`config.mk`:
```
export PLATFORM = sky130hd
export DESIGN_NAME = pipe_stall_ctrl
export DESIGN_NICKNAME = d
export VERILOG_FILES = /design/src/rtl/pipe_stall_ctrl.sv
export SDC_FILE = /design/constraint.sdc
export NUM_CORES = 1
export LEC_CHECK = 0
export CORE_AREA = 10 10 47 49
export DETAILED_ROUTE_END_ITERATION = 12
export DIE_AREA = 0 0 57 59
export DONT_BUFFER_PORTS = 1
export PLACE_DENSITY_LB_ADDON = 0.3
export SLEW_MARGIN = 20
export SYNTH_ARGS = -nofsm -noshare
export SYNTH_HDL_FRONTEND = slang
export SYNTH_SLANG_ARGS = --single-unit
```
`constraint.sdc`:
```
create_clock -name clk -period 1.68 [get_ports clk]
set_clock_uncertainty 0.1 [all_clocks]
set_input_delay 0.168 -clock clk [delete_from_list [all_inputs] [get_ports clk]]
set_output_delay 0.168 -clock clk [all_outputs]
set_load 0.1 [all_outputs]
```
`src/rtl/pipe_stall_ctrl.sv`:
```
// pipe_stall_ctrl: pipeline stall/flush controller; define PIPE_CTRL_PERF_EN to add perf counters
module pipe_stall_ctrl #(
    parameter int PERF_WIDTH = 32
) (
    input  logic clk,
    input  logic rst,
    input  logic hazard_stall,
    input  logic ex_branch_taken,
    input  logic imem_ready,
    input  logic dmem_req,
    input  logic dmem_ready,
    output logic pc_we,
    output logic if_id_we,
    output logic id_ex_we,
    output logic ex_mem_we,
    output logic mem_wb_we,
    output logic if_id_flush,
    output logic id_ex_flush,
    output logic mem_wb_flush,
    output logic pc_sel_redirect
`ifdef PIPE_CTRL_PERF_EN
    ,
    output logic [PERF_WIDTH-1:0] perf_stall_cycles,
    output logic [PERF_WIDTH-1:0] perf_redirects,
    output logic [PERF_WIDTH-1:0] perf_dwait_cycles
`endif
);
    localparam logic [1:0] RUN = 2'd0, DWAIT = 2'd1, REDIR = 2'd2;
    logic [1:0] state, state_next;
    logic redir_pend, redir_pend_next;
    logic in_redir, r1, r2, r3, r4, r5;
    if (PERF_WIDTH < 1) begin : g_bad_width
        $error("PERF_WIDTH must be at least 1");
    end
    assign in_redir = state == REDIR;
    assign r1 = dmem_req && !dmem_ready;
    assign r2 = !r1 && ex_branch_taken && !in_redir;
    assign r3 = !r1 && !r2 && in_redir;
    assign r4 = !r1 && !r2 && !r3 && hazard_stall;
    assign r5 = !r1 && !r2 && !r3 && !r4 && !imem_ready;
    // state and pending-redirect registers
    always_ff @(posedge clk) begin
        state      <= state_next;
        redir_pend <= redir_pend_next;
    end
    // next state: freeze wins; a drop owed before a freeze is resumed on release
    always_comb begin
        state_next = rst ? RUN :
                     r1 ? DWAIT :
                     ((state == DWAIT && redir_pend) || ((r2 || r3) && !imem_ready)) ? REDIR : RUN;
        redir_pend_next = !rst && r1 && (redir_pend || in_redir);
    end
    // per-stage enables and bubbles; reset holds every stage flushed
    always_comb begin
        pc_we           = !rst && !r1 && !r3 && !r4 && !r5;
        if_id_we        = !rst && !r1 && !r4;
        id_ex_we        = !rst && !r1;
        ex_mem_we       = !rst && !r1;
        mem_wb_we       = !rst && !r1;
        if_id_flush     = rst || r2 || r3 || r5;
        id_ex_flush     = rst || r2 || r4;
        mem_wb_flush    = rst || r1;
        pc_sel_redirect = !rst && r2;
    end
`ifdef PIPE_CTRL_PERF_EN
    // free-running event counters, wrapping naturally
    always_ff @(posedge clk) begin
        if (rst) begin
            perf_stall_cycles <= '0;
            perf_redirects    <= '0;
            perf_dwait_cycles <= '0;
        end else begin
            perf_stall_cycles <= perf_stall_cycles + PERF_WIDTH'(!pc_we);
            perf_redirects    <= perf_redirects + PERF_WIDTH'(r2);
            perf_dwait_cycles <= perf_dwait_cycles + PERF_WIDTH'(r1);
        end
    end
`endif
endmodule

```
==> impl_metrics.ini <==
[status]
status = complete, no violations

[power]
cellPowerDensity_mw_per_mm2 = 986.1
power_frac_clock_pct = 32.5
p_switching_mw = 0.1747
p_leak_nw = 0.1641
pwr-share-seq_pct = 19.3
p_sw_share_pct = 44.66
ir_drop_mv = 0.2302
p_int_mw = 0.2164
comb_power_share_pct = 48.2

[place]
dp_hpwl_um = 501
dp.cells = 47
port_buffers = 0
gp_congestion = 0.6628

[hold_path]
hold_start = dmem_req
min_path_type = in -> reg

[clocking]
clkSinkCount = 3
clk_pin_slew_worst_paths_ns = 0.04
cts_tree = yes
clk_latency_ns = 0.23
htreeDepth = 1
cts-buffers-inserted = 3
clockRootBuffer = clkbuf_4
ctsLongestPathBuffers = 2

[drt]
postRouteAntennaNets = 0
vias = 210
via_per_inst = 4.038
routed_wl_um = 576
drt_iter0_drc = 1
route.detailed.drc = 0
post_drt_wl_per_cell_um = 11.08
first_pass_iters = 2

[synthesis]
yosys_warnings = 0
syn_area_um2 = 211.5
syn-instance-count = 26
ys_ff_latch = 3
ys_types = 14
seq_area_frac_synth_pct = 28.40
avgSynthCellArea_um2 = 8.133
synthesis.nets = 33

[timing]
max_freq_mhz = 665.2
rsz0062_at_grt = false
worst_pin_slew_ns = 0.2804
relSlewSlack_pct = 81.46
hold_viol_final = 0
post-route-period-util_pct = 89.48
fin_crit_ns = 1.503
setup_viol = 0
report.final.slew_viol_count = 0

[critical_path]
path_class = reg -> out
crit_family = simple AND/OR/NAND/NOR gates
path_cells = nor2b_4, nor3_1, nor2_2, buf_12
cp_num_buf_inv = 1
start_kind = flop
end_kind = primary output
r2r_setup_slack_ns = 0.68
crit_path_top_delay_cell = dfxtp_1
timing.rr.start = state[1]
crit_path_max_fanout = 7
max_stage_delay_ns = 0.32
cp.required_ns = 1.41
cp.arrival_ns = 1.24
setup.worst_path.start = state[1]

[global_route]
grt_pass1_vias = 220
grt_max_degree = 8
antenna_found_initial = 0
grt_pass1_wl_um = 890
grt_overflow_total = 0
grt_usage_pct = 3.534

[die]
num_io_pins = 16
die_width_um = 57
initial_core_util_pct = 15.09
core_mm2 = 0.001401
rows = 14
die_area_mm2 = 0.003363
dieHeight_um = 59

[finish]
nets = 44
synthToLayoutAreaGrowth_pct = 87.57
n_antenna_cell = 0
fill_cells = 165
layout-drive-gt1-share_pct = 50.00
fin_util_pct = 28.30
layout_common_cells = 5 x buf_12, 3 x a21oi_1, 3 x clkbuf_4, 3 x dfxtp_1
layout_commonest_cell = buf_12
fin_cells = 52

[run]
drv_cap = 0
[stage by stage]
step / setup slack, ns / instance area (um^2) / setup TNS, ns / hold WS [ns] / total power [mW]
3_5_place_dp: 0.4150 / 360.3 / 0 / 0.1622 / 0.2647
2_1_floorplan: -0.3929 / 227.7 / -1.268 / 0.1523 / 0.2167
3_3_place_gp: 0.4401 / 360.3 / 0 / 0.1596 / 0.2638
4_1_cts: 0.1647 / 396.6 / 0 / 0.01463 / 0.3968
5_1_grt: 0.1115 / 396.6 / 0 / 0.02797 / 0.4020
6_report: 0.1767 / 396.6 / 0 / 0.01412 / 0.3911
[sequential cells by signal, summed over array words and instances, names as in the netlist]
signal,flops
state,2
redir_pend,1
[synthesized netlist by cell type]
library cell	instances	share of area, %
inv_1	2	3.6
nor3b_1	1	3.6
nand3b_1	1	3.6
nand2b_4	2	13
o21bai_1	2	7.1
nand2_1	1	1.8
nor2_1	3	5.3
nor2b_4	1	6.5
a21oi_1	3	7.1
nor3_1	2	4.7
o21a_1	1	3.6
dfxtp_1	3	28
o21ai_0	2	4.7
buf_4	2	7.1
[per-layer routing]
| metal | vias up | GRT usage, % | share of wire [%] |
|---|---|---|---|
| li1 | 107 | - | - |
| met1 | 89 | 2.712 | 34 |
| met5 | - | 0 | 0 |
| met2 | 12 | 5.271 | 52 |
| met3 | 2 | 2.146 | 12 |
| met4 | 0 | 5.034 | 2.1 |
[final cells by class]
cell class | instances | area, um^2 | share of cell area, %
Inverter | 2 | 7.507 | 1.893
Clock buffer | 4 | 26.28 | 6.625
Timing Repair Buffer | 8 | 125.1 | 31.55
Tap cell | 16 | 20.02 | 5.047
Sequential cell | 3 | 60.06 | 15.14
Multi-Input combinational cell | 19 | 157.7 | 39.75
[path summary, 6_finish.rpt]
path	endpoint	cells past startpoint
max reg2reg	state[1]	3
max	if_id_we	4
min	state[0]	2
min reg2reg	redir_pend	1
[kinds of logic after synthesis]
group / after synthesis / share of synthesized area (%)
AND/OR/NAND/NOR: 11 / 38.46
flip-flops: 3 / 28.40
buffers and inverters: 4 / 10.65
AO/OA/AOI/OAI: 8 / 22.48
[power groups by stage]
stage | clock [mW] | combinational [mW] | sequential (mW)
3_5_place_dp | 0 | 0.188 | 0.0766
5_1_grt | 0.132 | 0.194 | 0.0758
6_report | 0.127 | 0.188 | 0.0755
4_1_cts | 0.131 | 0.190 | 0.0755
3_3_place_gp | 0 | 0.187 | 0.0763
2_1_floorplan | 0 | 0.141 | 0.0762
[what timing repair did]
item | 4_1_cts | 5_1_grt
hold buffers | 1 | 0
setup buffers | 0 | 0
endpoints found under the hold margin | 1 | 0
resized for setup | 0 | 0
No activity file was read; power rests on OpenSTA's default activity.
